`src/rtl/sdram_pkg.sv`:
```
// Shared SDRAM definitions: command encodings, fixed address/bank values and
// the auto-refresh controller state type.
package sdram_pkg;

  typedef logic [3:0] sdram_cmd_t;

  // {cs_n, ras_n, cas_n, we_n}
  localparam sdram_cmd_t CMD_NOP       = 4'b0111;
  localparam sdram_cmd_t CMD_PRECHARGE = 4'b0010;
  localparam sdram_cmd_t CMD_AREF      = 4'b0001;
  localparam sdram_cmd_t CMD_ACTIVE    = 4'b0011;
  localparam sdram_cmd_t CMD_WRITE     = 4'b0100;
  localparam sdram_cmd_t CMD_READ      = 4'b0101;
  localparam sdram_cmd_t CMD_MRS       = 4'b0000;

  // A10 high selects precharge-all
  localparam logic [10:0] ADDR_PRECHARGE_ALL = 11'h7ff;
  localparam logic [1:0]  BA_DEFAULT         = 2'b11;

  typedef enum logic [2:0] {
    S_IDLE,
    S_PCHG,
    S_TRP,
    S_AREF,
    S_TRC,
    S_END
  } aref_state_t;

endpackage

```
`src/rtl/sdram_aref_ctrl_if.sv`:
```
// Refresh request/grant handshake and refresh command bus between the
// auto-refresh controller (slave) and the SDRAM command arbiter (master).
interface sdram_aref_ctrl_if;
  import sdram_pkg::*;

  logic        aref_en;
  logic        aref_req;
  logic        aref_end;
  sdram_cmd_t  aref_cmd;
  logic [1:0]  aref_ba;
  logic [10:0] aref_addr;
  logic        ref_overrun;

  modport master (
    output aref_en,
    input  aref_req,
    input  aref_end,
    input  aref_cmd,
    input  aref_ba,
    input  aref_addr,
    input  ref_overrun
  );

  modport slave (
    input  aref_en,
    output aref_req,
    output aref_end,
    output aref_cmd,
    output aref_ba,
    output aref_addr,
    output ref_overrun
  );

endinterface

```
`src/rtl/sdram_ref_timer.sv`:
```
// Refresh interval timer: periodic tick, pending refresh request with
// grant-clear, and overrun pulse when a tick finds a request still pending.
module sdram_ref_timer #(
  parameter int unsigned REF_INTERVAL = 750
) (
  input  logic sys_clk,
  input  logic sys_rst,
  input  logic init_end,
  input  logic clr,
  output logic aref_req,
  output logic ref_overrun
);

  localparam int unsigned CW = (REF_INTERVAL > 1) ? $clog2(REF_INTERVAL) : 1;
  localparam logic [CW-1:0] CNT_LAST = CW'(REF_INTERVAL - 1);

  logic [CW-1:0] cnt_ref;
  logic          tick;

  assign tick = init_end && (cnt_ref == CNT_LAST);

  always_ff @(posedge sys_clk or posedge sys_rst) begin
    if (sys_rst) begin
      cnt_ref <= '0;
    end else if (!init_end || tick) begin
      cnt_ref <= '0;
    end else begin
      cnt_ref <= cnt_ref + 1'b1;
    end
  end

  // A tick coinciding with the grant re-arms the request: the refresh being
  // started was owed for the previous interval, this one is still owed.
  always_ff @(posedge sys_clk or posedge sys_rst) begin
    if (sys_rst) begin
      aref_req    <= 1'b0;
      ref_overrun <= 1'b0;
    end else begin
      ref_overrun <= tick && aref_req && !clr;
      if (!init_end) begin
        aref_req <= 1'b0;
      end else if (tick) begin
        aref_req <= 1'b1;
      end else if (clr) begin
        aref_req <= 1'b0;
      end
    end
  end

endmodule

```
`src/rtl/sdram_aref_ctrl.sv`:
```
// Auto-refresh controller: requests refresh from the arbiter and, once
// granted, issues PRECHARGE-ALL followed by AREF_NUM AUTO_REFRESH commands.
module sdram_aref_ctrl
  import sdram_pkg::*;
#(
  parameter int unsigned REF_INTERVAL = 750,
  parameter int unsigned TRP_CLK      = 2,
  parameter int unsigned TRC_CLK      = 7,
  parameter int unsigned AREF_NUM     = 2
) (
  input  logic                sys_clk,
  input  logic                sys_rst,
  input  logic                init_end,
  sdram_aref_ctrl_if.slave    aref
);

  localparam int unsigned CLK_MAX  = (TRP_CLK > TRC_CLK) ? TRP_CLK : TRC_CLK;
  localparam int unsigned CLK_W    = $clog2(CLK_MAX + 1);
  localparam int unsigned AW       = $clog2(AREF_NUM + 1);
  localparam int unsigned TRP_WAIT = (TRP_CLK > 1) ? TRP_CLK - 2 : 0;
  localparam int unsigned TRC_WAIT = TRC_CLK - 2;

  localparam logic [CLK_W-1:0] TRP_LAST = CLK_W'(TRP_WAIT);
  localparam logic [CLK_W-1:0] TRC_LAST = CLK_W'(TRC_WAIT);
  localparam logic [AW-1:0]    AREF_MAX = AW'(AREF_NUM);

  aref_state_t      state;
  aref_state_t      state_nxt;
  logic [CLK_W-1:0] cnt_clk;
  logic [AW-1:0]    cnt_aref;
  sdram_cmd_t       cmd;
  logic             grant;

  // Request clears only when IDLE accepts the grant, so a held aref_en does
  // not swallow a request re-armed during the running sequence.
  assign grant = (state == S_IDLE) && aref.aref_en && init_end;

  sdram_ref_timer #(
    .REF_INTERVAL (REF_INTERVAL)
  ) u_ref_timer (
    .sys_clk     (sys_clk),
    .sys_rst     (sys_rst),
    .init_end    (init_end),
    .clr         (grant),
    .aref_req    (aref.aref_req),
    .ref_overrun (aref.ref_overrun)
  );

  always_ff @(posedge sys_clk or posedge sys_rst) begin
    if (sys_rst) begin
      state <= S_IDLE;
    end else begin
      state <= state_nxt;
    end
  end

  always_ff @(posedge sys_clk or posedge sys_rst) begin
    if (sys_rst) begin
      cnt_clk <= '0;
    end else if (state_nxt != state) begin
      cnt_clk <= '0;
    end else if (state == S_TRP || state == S_TRC) begin
      cnt_clk <= cnt_clk + 1'b1;
    end
  end

  always_ff @(posedge sys_clk or posedge sys_rst) begin
    if (sys_rst) begin
      cnt_aref <= '0;
    end else if (!init_end || state == S_END) begin
      cnt_aref <= '0;
    end else if (state == S_AREF) begin
      cnt_aref <= cnt_aref + 1'b1;
    end
  end

  always_comb begin
    state_nxt = state;
    cmd       = CMD_NOP;
    unique case (state)
      S_IDLE: begin
        if (aref.aref_en) begin
          state_nxt = S_PCHG;
        end
      end
      S_PCHG: begin
        cmd       = CMD_PRECHARGE;
        state_nxt = (TRP_CLK > 1) ? S_TRP : S_AREF;
      end
      S_TRP: begin
        if (cnt_clk == TRP_LAST) begin
          state_nxt = S_AREF;
        end
      end
      S_AREF: begin
        cmd       = CMD_AREF;
        state_nxt = S_TRC;
      end
      S_TRC: begin
        if (cnt_clk == TRC_LAST) begin
          state_nxt = (cnt_aref < AREF_MAX) ? S_AREF : S_END;
        end
      end
      S_END: begin
        state_nxt = S_IDLE;
      end
      default: begin
        state_nxt = S_IDLE;
      end
    endcase
    if (!init_end) begin
      state_nxt = S_IDLE;
    end
  end

  assign aref.aref_cmd  = cmd;
  assign aref.aref_end  = (state == S_END);
  assign aref.aref_ba   = BA_DEFAULT;
  assign aref.aref_addr = ADDR_PRECHARGE_ALL;

endmodule

```
`src/flat_wrapper.sv`:
```
// flat-port wrapper written by rule: the top's interface ports become plain ports
module sdram_aref_ctrl_flat import sdram_pkg::*;
#(
  parameter int unsigned REF_INTERVAL = 750,
  parameter int unsigned TRP_CLK      = 2,
  parameter int unsigned TRC_CLK      = 7,
  parameter int unsigned AREF_NUM     = 2
)
  (sys_clk, sys_rst, init_end, aref_aref_en, aref_aref_req, aref_aref_end, aref_aref_cmd, aref_aref_ba, aref_aref_addr, aref_ref_overrun);
  sdram_aref_ctrl_if aref_i ();
  input  logic sys_clk;
  input  logic sys_rst;
  input  logic init_end;
  input wire logic [$bits(aref_i.aref_en)-1:0] aref_aref_en;
  output wire logic [$bits(aref_i.aref_req)-1:0] aref_aref_req;
  output wire logic [$bits(aref_i.aref_end)-1:0] aref_aref_end;
  output wire logic [$bits(aref_i.aref_cmd)-1:0] aref_aref_cmd;
  output wire logic [$bits(aref_i.aref_ba)-1:0] aref_aref_ba;
  output wire logic [$bits(aref_i.aref_addr)-1:0] aref_aref_addr;
  output wire logic [$bits(aref_i.ref_overrun)-1:0] aref_ref_overrun;
  assign aref_i.aref_en = aref_aref_en;
  assign aref_aref_req = aref_i.aref_req;
  assign aref_aref_end = aref_i.aref_end;
  assign aref_aref_cmd = aref_i.aref_cmd;
  assign aref_aref_ba = aref_i.aref_ba;
  assign aref_aref_addr = aref_i.aref_addr;
  assign aref_ref_overrun = aref_i.ref_overrun;
  sdram_aref_ctrl #(.REF_INTERVAL(REF_INTERVAL), .TRP_CLK(TRP_CLK), .TRC_CLK(TRC_CLK), .AREF_NUM(AREF_NUM)) u_core (.sys_clk(sys_clk), .sys_rst(sys_rst), .init_end(init_end), .aref(aref_i));
endmodule
```
`config.mk`:
```
export PLATFORM = sky130hd
export DESIGN_NAME = sdram_aref_ctrl_flat
export DESIGN_NICKNAME = d
export VERILOG_FILES = /design/src/rtl/sdram_pkg.sv /design/src/rtl/sdram_aref_ctrl_if.sv /design/src/rtl/sdram_ref_timer.sv /design/src/rtl/sdram_aref_ctrl.sv /design/src/flat_wrapper.sv
export SDC_FILE = /design/constraint.sdc
export NUM_CORES = 1
export LEC_CHECK = 0
export ABC_AREA = 1
export CORE_ASPECT_RATIO = 1.75
export CORE_MARGIN = 8
export CORE_UTILIZATION = 50
export CTS_CLUSTER_SIZE = 24
export DETAILED_ROUTE_END_ITERATION = 10
export PLACE_DENSITY = 0.76
export SETUP_SLACK_MARGIN = 0.5
export SLEW_MARGIN = 30
export SYNTH_ARGS = -nofsm -noshare
export SYNTH_HDL_FRONTEND = slang
export SYNTH_SLANG_ARGS = --single-unit
```
`constraint.sdc`:
```
create_clock -name sys_clk -period 1.9 [get_ports sys_clk]
set_input_delay 0.475 -clock sys_clk [delete_from_list [all_inputs] [get_ports sys_clk]]
set_output_delay 0.475 -clock sys_clk [all_outputs]
set_load 0.02 [all_outputs]
```
== Yosys cells after proc, flatten, opt, wreduce, memory -nomap -nowiden ==
Cells that the tools add are included.
Word-level totals
  bits in latches: 0
  bits in registers: 20
  RAM bits: 0
  bits of input ports: 4
  ROM bits: 0
  memories kept: 0
Operators by class
  equality and inequality tests: 9
  div/mod/pow operators: 0
  reduce and logical (&&, ||, !) cells: 14
  $mul: 0
  order comparisons: 1
  shifts and indexed selects: 0
  mux-type cells: 15
  bitwise gates (word level): 0
  add/subtract/negate cells: 3
Operator list (number)
  3-bit 2-to-1 mux: 7
  3-bit one-hot mux with 5 select lines: 1
  10-bit by 1-bit adder with 10-bit output, second input constant: 1
  10-bit == test, second input constant: 1
  10-bit 2-to-1 mux: 1
  3-bit == test, second input constant: 3
  3-bit by 2-bit == test with 1-bit output, second input constant: 2
  3-bit zero test: 2
  3-bit one-hot mux with 2 select lines: 1
  1-bit logical AND: 5
  2-bit 2-to-1 mux: 2
  2-bit nonzero test: 2
  3-bit by 1-bit adder with 3-bit output, second input constant: 1
  3-bit by 1-bit == test with 1-bit output, second input constant: 1
  1-bit logical OR: 3
  1-bit 2-to-1 mux: 3
  3-bit by 1-bit inequality test with 1-bit output, second input constant: 1
  3-bit inequality test: 1
  2-bit by 1-bit adder with 2-bit output, second input constant: 1
  1-bit zero test: 2
  2-bit less-than comparator, second input constant: 1

== Longest topological paths before layout ==
  word-level depth: 7
  gate-level depth with buffers: 12

== By module ==
From an unflattened synthesis, not the netlist that was laid out.
Unflattened totals
  cells, all modules: 169
  area, all modules: 1275.0 um^2
By module, submodules not included
  sdram_aref_ctrl: area each 649.4 um^2, seq. area each 200.2 um^2, cells each 91, instances 1
  sdram_ref_timer: area each 625.6 um^2, seq. area each 300.3 um^2, cells each 78, instances 1

== Worst setup path after synthesis ==
No wires, ideal clock.
  kind: flip-flop to output port
  start point: register u_core.state[1]
  end point: output aref_aref_cmd[2]
  cell stages (with the launch flop): 6
  arrival: 0.907 ns
  setup slack: 0.518 ns
  required time: 1.425 ns
  cells stage by stage: dfrtp_1 -> inv_2 -> nor2_1 -> nand2_2 -> nand2_1 -> inv_1
Between the ends
  word-level cells in the longest chain between the ends: 2
  elaborated cells between the ends (all ways): 3
RTL lines
  start, declared: RTL line sdram_aref_ctrl.sv:27  | aref_state_t state;
  start signal, assigned: RTL line sdram_aref_ctrl.sv:53  | state <= state_nxt;
  3-bit by 2-bit == test with 1-bit output / 3-bit by 1-bit == test with 1-bit output (equally long branches): RTL line sdram_aref_ctrl.sv:80  | unique case (state)
  3-bit one-hot mux with 2 select lines *: RTL line sdram_aref_ctrl.sv:80
  end, declared: RTL line flat_wrapper.sv:17  | output wire logic [$bits(aref_i.aref_cmd)-1:0] aref_aref_cmd;
Mark *: on every way between the ends. The rest lies on a longest branch, timed or not.

== Worst setup path in the final report ==
  start point: register u_core.state[2]
  end point: output aref_aref_cmd[2]
The elaborated chain is that of the path after synthesis.

==> flow_summary.toml <==
[cts]
insertion_delay_ns = 0.26
cts.htree.levels = 1
cts_inserted_buffers = 3
cts_root_buf = "clkbuf_8"
clk_pin_slew_worst_paths_ns = 0.07
cts_sinks = 20
clk_path_buf_depth = 2
cts_tree = "yes"
hold_buffers = 0

[cells_and_area]
fin_nets = 187
syn2layout_area_growth_pct = 22.4
fin_area_mm2 = 0.00149
drive_gt1_share_pct = 25.4
fill_cells = 192
diodes = 0

[logic_synthesis]
syn-instance-count = 152
async_flop_share_pct = 100
synth-edff-count = 0
synth_top_area_share_pct = 41.2
yosysSeqAreaShare_pct = 41.2
synth_area_per_cell_um2 = 7.98
synthTopCellsByArea = "dfrtp_1 41%, buf_4 9.3%, nand2_1 9.3%, inv_1 6.2%, nor2_1 6.2%"
syn_area_mm2 = 0.00121
yosysTopAreaCell = "dfrtp_1"
synth-seq-cells = 20
synth.most_common_cell = "nand2_1"
ys_warn_count = 0
synthTopCellsByCount = "30 x nand2_1, 20 x dfrtp_1, 20 x inv_1, 20 x nor2_1, 15 x buf_4"
synth_cell_types = 23
ys.flop_type = "dfrtp_1"

[sta]
hold_violations = 0
finalSetupViolCount = 0
final_max_slew_viol_count = 0
rsz0062_at_grt = "true"
fin_hold_ws_ns = 0.493
period_share_pct = 86.1
fin_ws_ns = 0.265
fmax_mhz = 612
finClkSkew_ns = 0.00660
setup_tns_ns = 0
min_period_ns = 1.64

[power_and_ir_drop]
ir_drop_mv = 0.520
combPwrFrac_pct = 26.1
leakage_nw = 0.773
p_clk_share_pct = 30.0
p_int_uw = 741
power.switching_uw = 328
powerDensity_mw_per_mm2 = 720
p_sw_share_pct = 30.7
p_seq_share_pct = 43.9

[die]
die_w_um = 53.2
fp.dieH_um = 81.2
num_rows = 23
io-pin-count = 24
dieArea_mm2 = 0.00432
initial_core_util_pct = 52.7
core_area_mm2 = 0.00230

[drt]
finalWirelength_mm = 2.60
drt_iter0_markers = 31
wl_per_cell_um = 12.9
remaining_drc_errors = 0
vias = 993
firstDrtPassIters = 4
ant_nets = 0
viasPerCell = 4.92

[setup_path]
crit_required_ns = 1.42
start_kind = "register"
worst-setup-path-type = "reg -> out"
end_kind = "primary output"
critPathArrivalTime_ns = 1.16
path_max_fanout = 4

[placement]
hpwlAfterDp_mm = 1.88
portBuffers = 9
dpl_cell_area_mm2 = 0.00129
gp_congestion = 0.992
place_ws_ns = 0.0573

[grt]
grt_max_degree = 21
overflow = 0
grt_use_total_pct = 13.5
grt_pass1_vias = 1020
antenna_found_initial = 0
grt_pass1_wl_mm = 4.41

[job]
drv_cap = 0

[worst_hold_path]
hold_path_class = "reg -> reg"

[outcome]
status = "finished clean"
[stage by stage]
stage	util [%]	power, mW	instances
after floorplan	-	0.650	164
after global placement	56.0	0.685	186
after detailed placement	56.0	0.693	186
after CTS	62.4	1.05	198
after global routing	64.5	1.13	202
final	64.5	1.07	202
[registers in the layout, indices dropped and copies added (netlist names)]
signal and flops:
u_core.cnt_clk 3, u_core.u_ref_timer.cnt_ref 10, u_core.u_ref_timer.ref_overrun 1, u_core.u_ref_timer.aref_req 1, u_core.state 3, u_core.cnt_aref 2
[power by group through the flow]
stage               Combinational (mW)  Clock [mW]  Sequential, mW
floorplan                        0.180           0           0.470
global placement                 0.214           0           0.471
detailed placement               0.221           0           0.472
CTS                              0.253       0.328           0.467
global route                     0.311       0.345           0.471
finish                           0.279       0.320           0.469
[cell type report]
class	count	area [um2]	area share, %
multi-input cells	107	608	40.9
clock buffers	4	55.1	3.71
well taps	25	31.3	2.11
flip-flops and latches	20	503	33.9
inverters	22	85.1	5.73
repair buffers	24	203	13.6
[critical path, stage by stage (launching register included)]
cell and delay [ns]:
dfrtp_2 0.46, nor2_4 0.15, nand2_4 0.07, nand2_2 0.06
inv_2 0.04, buf_6 0.12
[cells in the final DEF (no fill, tap or decap), types with 3 or more instances in the layout]
master,Yosys,layout
a21oi_1,4,4
buf_4,15,14
buf_6,0,3
clkbuf_8,0,4
conb_1,2,14
dfrtp_1,20,18
ha_1,5,5
inv_1,20,19
nand2_1,30,27
nand2_2,1,3
nand3_1,11,10
nor2_1,20,14
nor2_2,0,5
nor3b_1,3,3
o21ai_0,4,4
xor2_1,4,4
[path summary, 6_finish.rpt]
path                       cells after the start                                     from                                 endpoint  slack [ns]
setup / recovery                               5                u_core.state[2]$_DFF_PP0_                         aref_aref_cmd[2]        0.26
hold / removal                                 1  u_core.u_ref_timer.cnt_ref[0]$_DFF_PP0_  u_core.u_ref_timer.cnt_ref[0]$_DFF_PP0_        0.49
setup reg to reg                               9                u_core.state[1]$_DFF_PP0_            u_core.cnt_clk[2]$_DFFE_PP0P_        0.37
hold reg to reg                                1  u_core.u_ref_timer.cnt_ref[0]$_DFF_PP0_  u_core.u_ref_timer.cnt_ref[0]$_DFF_PP0_        0.49
max in group asynchronous                      3                                  sys_rst                u_core.state[0]$_DFF_PP0_        1.15
min in group asynchronous                      3                                  sys_rst  u_core.u_ref_timer.cnt_ref[8]$_DFF_PP0_        0.53
[layer usage]
layer	track usage (%)	vias to the layer above	wire length, um
met5	0	-	0
met4	7.11	0	71
met3	3.66	7	95
met2	26.1	17	1530
met1	11.8	470	904
li1	-	499	-
[logic make-up after synthesis]
kind of cell	Yosys count	share of synthesized area, %
adder cells (fa/ha/maj)	5	5.15
other	2	0.619
XOR/XNOR	5	3.61
flip-flops	20	41.2
buffers and inverters	37	16.1
AO/OA/AOI/OAI	11	6.29
AND/OR/NAND/NOR	72	27.0
[repair_timing]
item / in CTS / in global routing
buffers inserted: 8 / 4
resized for setup: 34 / 13
pin swaps: 3 / 5
gates cloned: 0 / 0
endpoints found under the setup margin: 19 / 20
(Power assumes the default switching activity.)
